## src/rtl/mont_pkg.sv

```systemverilog
// Shared constants, coefficient type and stage-enable helper for the Montgomery pipeline.
// MONT_CANON_EN selects the four-stage canonicalising build.
package mont_pkg;

  localparam int COEFF_W = 16;
  localparam int KYBER_Q = 3329;
  localparam int QINV    = -3327;
  localparam int MONT    = -1044;

  typedef logic signed [COEFF_W-1:0] coeff_t;

`ifdef MONT_CANON_EN
  localparam int STAGES = 4;
`else
  localparam int STAGES = 3;
`endif

  // Stage k may load when any slot from k to the output is free or the output drains.
  function automatic logic [STAGES-1:0] stage_enables(input logic [STAGES-1:0] v,
                                                      input logic out_ready);
    logic [STAGES-1:0] mask;
    logic [STAGES-1:0] en;
    en = '0;
    for (int k = 0; k < STAGES; k++) begin
      mask = '0;
      for (int j = 0; j < k; j++) mask[j] = 1'b1;
      en[k] = out_ready | ~&(v | mask);
    end
    return en;
  endfunction

endpackage

```

## src/rtl/mont_lane.sv

```systemverilog
// One lane of the signed Montgomery reduction datapath (S1..S3, plus S4 under MONT_CANON_EN).
// Stage loads are driven by the shared enable vector from the top-level handshake.
module mont_lane #(
  parameter int W    = 16,
  parameter int Q    = mont_pkg::KYBER_Q,
  parameter int QINV = mont_pkg::QINV
) (
  input  logic                          clk,
  input  logic                          rst,
  input  logic [mont_pkg::STAGES-1:0]   en_i,
  input  logic [2*W-1:0]                a_i,
  output logic [W-1:0]                  r_o
);
  import mont_pkg::*;

  localparam logic [W-1:0]   QINV_W = W'(QINV);
  localparam logic [2*W-1:0] Q_2W   = (2*W)'(Q);

  logic [2*W-1:0] a1_q, a2_q, p2_q, p2_d;
  logic [W-1:0]   t1_q, t1_d, r3_q, r3_d;

  // Only the low W bits of a*QINV are needed, so a W-bit multiply suffices.
  assign t1_d = a_i[W-1:0] * QINV_W;
  assign p2_d = {{W{t1_q[W-1]}}, t1_q} * Q_2W;
  assign r3_d = W'(($signed(a2_q) - $signed(p2_q)) >>> W);

`ifdef MONT_CANON_EN
  localparam logic [W-1:0] Q_W = W'(Q);
  logic [W-1:0] r4_q, r4_d;

  assign r4_d = r3_q[W-1] ? r3_q + Q_W : r3_q;
  assign r_o  = r4_q;
`else
  assign r_o  = r3_q;
`endif

  always_ff @(posedge clk) begin
    if (rst) begin
      a1_q <= '0;
      t1_q <= '0;
      a2_q <= '0;
      p2_q <= '0;
      r3_q <= '0;
`ifdef MONT_CANON_EN
      r4_q <= '0;
`endif
    end else begin
      if (en_i[0]) begin
        a1_q <= a_i;
        t1_q <= t1_d;
      end
      if (en_i[1]) begin
        a2_q <= a1_q;
        p2_q <= p2_d;
      end
      if (en_i[2]) r3_q <= r3_d;
`ifdef MONT_CANON_EN
      if (en_i[3]) r4_q <= r4_d;
`endif
    end
  end

endmodule

```

## src/rtl/mont_reduce_pipe.sv

```systemverilog
// Multi-lane stallable Montgomery reduction pipeline with valid/ready and a pass-through tag.
// Define MONT_CANON_EN to add the canonicalising stage (output in [0, Q), latency 4).
module mont_reduce_pipe #(
  parameter int W     = 16,
  parameter int Q     = mont_pkg::KYBER_Q,
  parameter int QINV  = mont_pkg::QINV,
  parameter int LANES = 4,
  parameter int TAG_W = 8
) (
  input  logic                   clk,
  input  logic                   rst,
  input  logic                   in_valid,
  output logic                   in_ready,
  input  logic [LANES*2*W-1:0]   in_data,
  input  logic [TAG_W-1:0]       in_tag,
  output logic                   out_valid,
  input  logic                   out_ready,
  output logic [LANES*W-1:0]     out_data,
  output logic [TAG_W-1:0]       out_tag
);
  import mont_pkg::*;

  logic [STAGES-1:0] v_q, v_d, en;
  logic [TAG_W-1:0]  tag_q [STAGES];

  always_comb begin
    en     = stage_enables(v_q, out_ready);
    v_d    = v_q;
    v_d[0] = en[0] ? in_valid : v_q[0];
    for (int k = 1; k < STAGES; k++) begin
      v_d[k] = en[k] ? v_q[k-1] : v_q[k];
    end
  end

  // Tags shadow the lane data registers so they stay in lockstep under stalls.
  always_ff @(posedge clk) begin
    if (rst) begin
      v_q <= '0;
      for (int k = 0; k < STAGES; k++) tag_q[k] <= '0;
    end else begin
      v_q <= v_d;
      if (en[0]) tag_q[0] <= in_tag;
      for (int k = 1; k < STAGES; k++) begin
        if (en[k]) tag_q[k] <= tag_q[k-1];
      end
    end
  end

  assign in_ready  = en[0];
  assign out_valid = v_q[STAGES-1];
  assign out_tag   = tag_q[STAGES-1];

  for (genvar g = 0; g < LANES; g++) begin : g_lane
    mont_lane #(
      .W    (W),
      .Q    (Q),
      .QINV (QINV)
    ) u_lane (
      .clk  (clk),
      .rst  (rst),
      .en_i (en),
      .a_i  (in_data[2*W*g +: 2*W]),
      .r_o  (out_data[W*g +: W])
    );
  end

endmodule
```

## config.mk

```make
export PLATFORM = sky130hd
export DESIGN_NAME = mont_reduce_pipe
export DESIGN_NICKNAME = d
export VERILOG_FILES = /design/src/rtl/mont_pkg.sv /design/src/rtl/mont_lane.sv /design/src/rtl/mont_reduce_pipe.sv
export SDC_FILE = /design/constraint.sdc
export NUM_CORES = 1
export LEC_CHECK = 0
export CORE_MARGIN = 2
export CORE_UTILIZATION = 55
export CTS_BUF_LIST = sky130_fd_sc_hd__clkbuf_16
export CTS_CLUSTER_SIZE = 20
export DETAILED_ROUTE_END_ITERATION = 6
export PLACE_DENSITY_LB_ADDON = 0.2
export SLEW_MARGIN = 5
export SYNTH_ARGS = -nofsm -noshare
export SYNTH_HDL_FRONTEND = slang
export SYNTH_SLANG_ARGS = --single-unit
```

## constraint.sdc

```tcl
create_clock -name clk -period 6.2 [get_ports clk]
set_input_delay 1.24 -clock clk [delete_from_list [all_inputs] [get_ports clk]]
set_output_delay 1.24 -clock clk [all_outputs]
set_load 0.005 [all_outputs]
```

; ---- Word level (Yosys, flattened, before mapping)
; Memories as Yosys holds them, arrays and structs flattened.
; Index checks and enable logic that the tools add are counted.
[totals]
memories = 1
mem_bits_ro = 0
input_bits = 140
ff_bits = 515
latch_bits = 0
ram_bits = 24
elab_cells = 61
output_inout_bits = 74
[mem_list]
columns = name, words, word_bits, read_ports, rd_ports_with_merged_regs, write_ports, line
row1 = tag_q, 3, 8, 3, 0, 3, mont_reduce_pipe.sv:24  ; logic [TAG_W-1:0] tag_q [STAGES];
[op_classes]
magnitude_cmp = 0
n_eq_ne = 0
div = 0
n_shift = 0
n_mul = 8
mux = 14
n_reduce_logical = 5
bitwise_logic = 6
add_sub_neg = 4
[op_table]
columns = operator, count
row1 = subtractor 32 bit, 4
row2 = multiplier 16 x 13 -> 29 bit (second input constant), 4
row3 = multiplier 16 x 13 -> 16 bit (second input constant), 4
row4 = 2-to-1 mux 8 bit, 3
row5 = 2-to-1 mux 1 bit, 11
row6 = bitwise OR 1 bit, 6
row7 = logical NOT 1 bit, 3
row8 = AND reduction 3 bit, 1
row9 = AND reduction 2 bit, 1

; ---- Longest topological paths before layout
[depth]
ltp_word = 7
ltp_mapped = 19
mapped_depth_nobuf = 19

; ---- By module
; Synthesis repeated with hierarchy kept, for this count alone.
[hier_totals]
cells_unflattened = 3264
area_unflattened_um2 = 31696.6
[by_module_without_submodules]
columns = module, cells_per_inst, area_each_um2, seq_area_each_um2, n_inst
row1 = mont_lane at g_lane[1].u_lane, 824, 7738.7, 2021.9, 1
row2 = mont_lane at g_lane[3].u_lane, 782, 7599.8, 2021.9, 1
row3 = mont_lane at g_lane[2].u_lane, 792, 7557.2, 2021.9, 1
row4 = mont_lane at g_lane[0].u_lane, 788, 7542.2, 2021.9, 1
row5 = mont_reduce_pipe, 78, 1258.7, 780.7, 1

; ---- Least setup slack after synthesis
; OpenSTA, ideal clock, no wires.
[synth_path]
path_type = input port to flip-flop
start = input in_data[68]
end = register g_lane[2].u_lane.t1_q[15]
arrival_ns = 4.730
n_path_buf = 0
t_required_ns = 6.130
cell_stages = 15
setup_ns = 0.070
slack_ns = 1.400
cell_sequence = ha_1 -> inv_1 -> fa_1 -> fa_1 -> fa_1 -> inv_1 -> ha_1 -> ha_1 -> ha_1 -> a21o_1 -> a21oi_1 -> xnor2_1 -> xnor2_1 -> nand2_1 -> a21oi_1
[synth_via]
elab_chain_cells = 1
[synth_rtl]
columns = element, line
row1 = from (decl), mont_reduce_pipe.sv:14  ; input logic [LANES*2*W-1:0] in_data,
row2 = multiplier 16 x 13 -> 16 bit, mont_lane.sv:23  ; assign t1_d = a_i[W-1:0] * QINV_W;
row3 = to (signal assigned), mont_lane.sv:50  ; t1_q <= t1_d;
row4 = to (decl), mont_lane.sv:20  ; logic [W-1:0] t1_q, t1_d, r3_q, r3_d;
; Every way passes these cells.
; A chain may end at the register's enable or synchronous reset.

; ---- Worst setup path in the final report
[layout_path]
start = input in_data[36]
end = register g_lane[1].u_lane.t1_q[15]
[layout_via]
elab_chain_cells = 1
[layout_rtl]
columns = element, line
row1 = multiplier 16 x 13 -> 16 bit, mont_lane.sv:23
row2 = to (signal assigned), mont_lane.sv:50
row3 = to (decl), mont_lane.sv:20
; Every way passes these cells.

==> run_results.csv <==
group,metric,value,unit
run_status,status,"finished clean",
place,gp_congestion,0.871,
timing,slew_headroom,24.2,%
clocking,cts_hold_buf,0,
clocking,cts.clk_slew.worst_paths,0.06,ns
global_route,grt_usage,26.1,%
synthesis,synth.cell_area,0.0304,mm²
detailed_routing,drt_wl_total,72.6,mm
timing,hold_viol_final,0,
critical_path,reg2reg_from,"g_lane[3].u_lane.a1_q[2]",
cells_and_area,seq_area,0.00887,mm²
power,leakagePower,0.0168,µW
place,placedCellCount,4312,
floorplan,dieArea,0.0572,mm²
cells_and_area,fillers,4858,
global_route,grt_first_pass_wirelength,121,mm
floorplan,ios,214,
global_route,grt_max_degree,161,
clocking,numClockSinks,431,
synthesis,synth_top_area_share,26.8,%
synthesis,yosysTopAreaCell,"dfxtp_1",
synthesis,ys_types,75,
cells_and_area,finish.net_count,4461,
timing,layout_min_cycle_time,4.88,ns
timing,fin_tns_setup,0,ns
detailed_routing,routed_via_density,5.43,
timing,max_freq,205,MHz
detailed_routing,vias,23900,
detailed_routing,dr.first_iter.drc_count,1303,
floorplan,core-area,0.0549,mm²
cells_and_area,area_delta_synth_final,14.0,%
hold_path,holdPathStages,2,
critical_path,crit_path_cell_trace,"clkdlybuf4s50_1, ha_1, inv_1, fa_1, fa_1, fa_1, inv_1, ha_1, ha_1, ha_1, a21o_1, a21oi_1, xnor2_1, xnor2_1, nand2_1, a21oi_1",
cells_and_area,instances_no_fill,4402,
synthesis,yosysMostFrequentCell,"nand2_1",
clocking,cts_root_buf,"clkbuf_16",
cells_and_area,antenna_cells,0,
floorplan,num_rows,86,
synthesis,netlist_top_cells_count,"nand2_1, ha_1, a21oi_1",
critical_path,critical_path_class,"in -> reg",
hold_path,min_to,"g_lane[3].u_lane.r_o[4]",
timing,fin_crit_sh,78.7,%
cells_and_area,multiInputGateArea,0.0197,mm²
critical_path,crit_top_cell,"ha_1",
synthesis,ys.flop_type,"dfxtp_1",
detailed_routing,postRouteAntennaNets,0,
critical_path,cpPeakStageDelay,0.52,ns
global_route,grt_pass1_vias,23900,
critical_path,r2r-end,"g_lane[3].u_lane.p2_q[27]",
floorplan,initial_utilization,55.4,%
synthesis,syn_nets,4320,
clocking,cts_tree,"built",
global_route,antenna_found_initial,0,
detailed_routing,drtPass1Iterations,5,
timing,finalMaxSlewViolations,0,
detailed_routing,wl_per_cell,16.5,µm
power,power_density,477,mW/mm²
synthesis,synth_edf_count,24,
clocking,clock_path_buffers,3,
global_route,gr-total-overflow,0,
clocking,post_cts_buffers,0,
critical_path,cp_data_required_time,6.71,ns
timing,setup_viol,0,
synthesis,ys_seq_area_share,29.2,%
floorplan,dieHeight,239,µm
critical_path,r2r_slack,1.51,ns
job,drv_cap,0,
place,port_buffers,213,
synthesis,yosys_register_bits,431,
critical_path,slowest_stage,"fa_1",
timing,worst_slew_pin_slew,1.13,ns
critical_path,cp-start-kind,"input pin",
power,vdd_drop_max,0.290,mV
floorplan,die_w,239,µm
hold_path,min_path_type,"reg -> reg",
synthesis,async_flop_share,0,%
cells_and_area,drive_above_1_share,3.41,%
synthesis,syn_inst,3518,
clocking,clock_latency,0.60,ns
timing,finClkSkew,0.0202,ns
critical_path,worstSetupEndpointType,"flip-flop",
critical_path,r2r_cells,17,
detailed_routing,drc,0,
timing,rsz0062_at_grt,"false",
critical_path,arrival,5.39,ns
synthesis,avgSynthCellArea,8.65,µm²
clocking,htreeDepth,2,
hold_path,min-delay-start,"g_lane[3].u_lane.r_o[4]",
place,dp_hpwl,54.4,mm
critical_path,crit_fanout,3,
clocking,cts_buffers,49,
synthesis,synthTopCellsByArea,"dfxtp_1, ha_1, fa_1",
clocking,cts_resized,0,
synthesis,yosys_warnings,0,
-- per-layer routing --
layer | wire [µm] | GRT usage [%] | part of all wire, % | vias to the layer above
met2 | 34300 | 44.3 | 47 | 373
met1 | 34000 | 35.1 | 47 | 11400
met4 | 1820 | 7.05 | 2.5 | 0
met3 | 2570 | 2.98 | 3.5 | 105
met5 | 0 | 0 | 0 | -
li1 | - | - | - | 12100
-- cell usage in the layout, fill, tap and decap left out, types with 75 or more instances in the layout --
master	n
dfxtp_1	407
nand2_1	725
inv_1	361
nor2_1	82
o21ai_0	75
xnor2_1	112
ha_1	513
fa_1	149
clkdlybuf4s50_1	212
a21oi_1	437
-- state kept, by name (all words and copies together) (netlist names) --
signal	count
g_lane.u_lane.p2_q	84
g_lane.u_lane.t1_q	56
tag_q	24
g_lane.u_lane.a2_q	96
v_q	3
g_lane.u_lane.r_o	64
g_lane.u_lane.a1_q	104
-- critical path, delay by kind of cell --
kind,cells,cell delay [ns]
buffers and inverters,3,0.56
XOR/XNOR,2,0.28
AO/OA/AOI/OAI,3,0.51
adder cells (fa/ha/maj),7,2.72
AND/OR/NAND/NOR,1,0.06
-- worst max path at each step --
| stage | startpoint | end | slack (ns) |
|---|---|---|---|
| floorplan | in_data[68] | g_lane[2].u_lane.t1_q[15] | 1.40 |
| global placement | in_data[36] | g_lane[1].u_lane.t1_q[15] | 0.78 |
| detailed placement | in_data[36] | g_lane[1].u_lane.t1_q[15] | 0.72 |
| CTS | in_data[36] | g_lane[1].u_lane.t1_q[15] | 1.35 |
| global route | in_data[101] | g_lane[3].u_lane.t1_q[15] | 1.18 |
| finish | in_data[36] | g_lane[1].u_lane.t1_q[15] | 1.32 |
-- power breakdown --
part           leakage (µW)  internal (µW)  switching (µW)
registers           0.00367           3360             422
clock network      0.000811           1680            1230
logic                0.0123           4570            5260
total                0.0168           9620            6910
-- logic make-up (layout without fill, tap and decap cells) --
family          after synthesis  after routing  share of synthesized area (%)
buf+inv                     498            678                           6.25
simple gates               1002           1002                           13.9
compound gates              746            746                           14.6
xor+xnor                    175            175                           5.04
fa+ha+maj                   662            662                           30.9
mux                           4              4                          0.132
flops                       431            431                           29.2
-- cell type report --
cell class	instances	share of cell area, %
clock buffers	50	3.61
clock inverters	40	0.996
inverters	356	3.87
multi-input cells	2589	56.8
flip-flops and latches	431	25.6
well taps	704	2.54
repair buffers	232	6.65
-- stage by stage --
step                      setup WS, ns  power [µW]  instance area, µm²  util [%]  hold slack, ns
after floorplan                   1.40       11200               30400         -           0.432
after CTS                         1.35       16700               34700      63.2           0.450
after global routing              1.18       18200               34700      63.2           0.467
after global placement           0.779       13500               33100      60.3           0.438
final                             1.32       16500               34700      63.2           0.448
after detailed placement         0.722       13600               33100      60.3           0.442
Power figures use the tool's default switching activity.
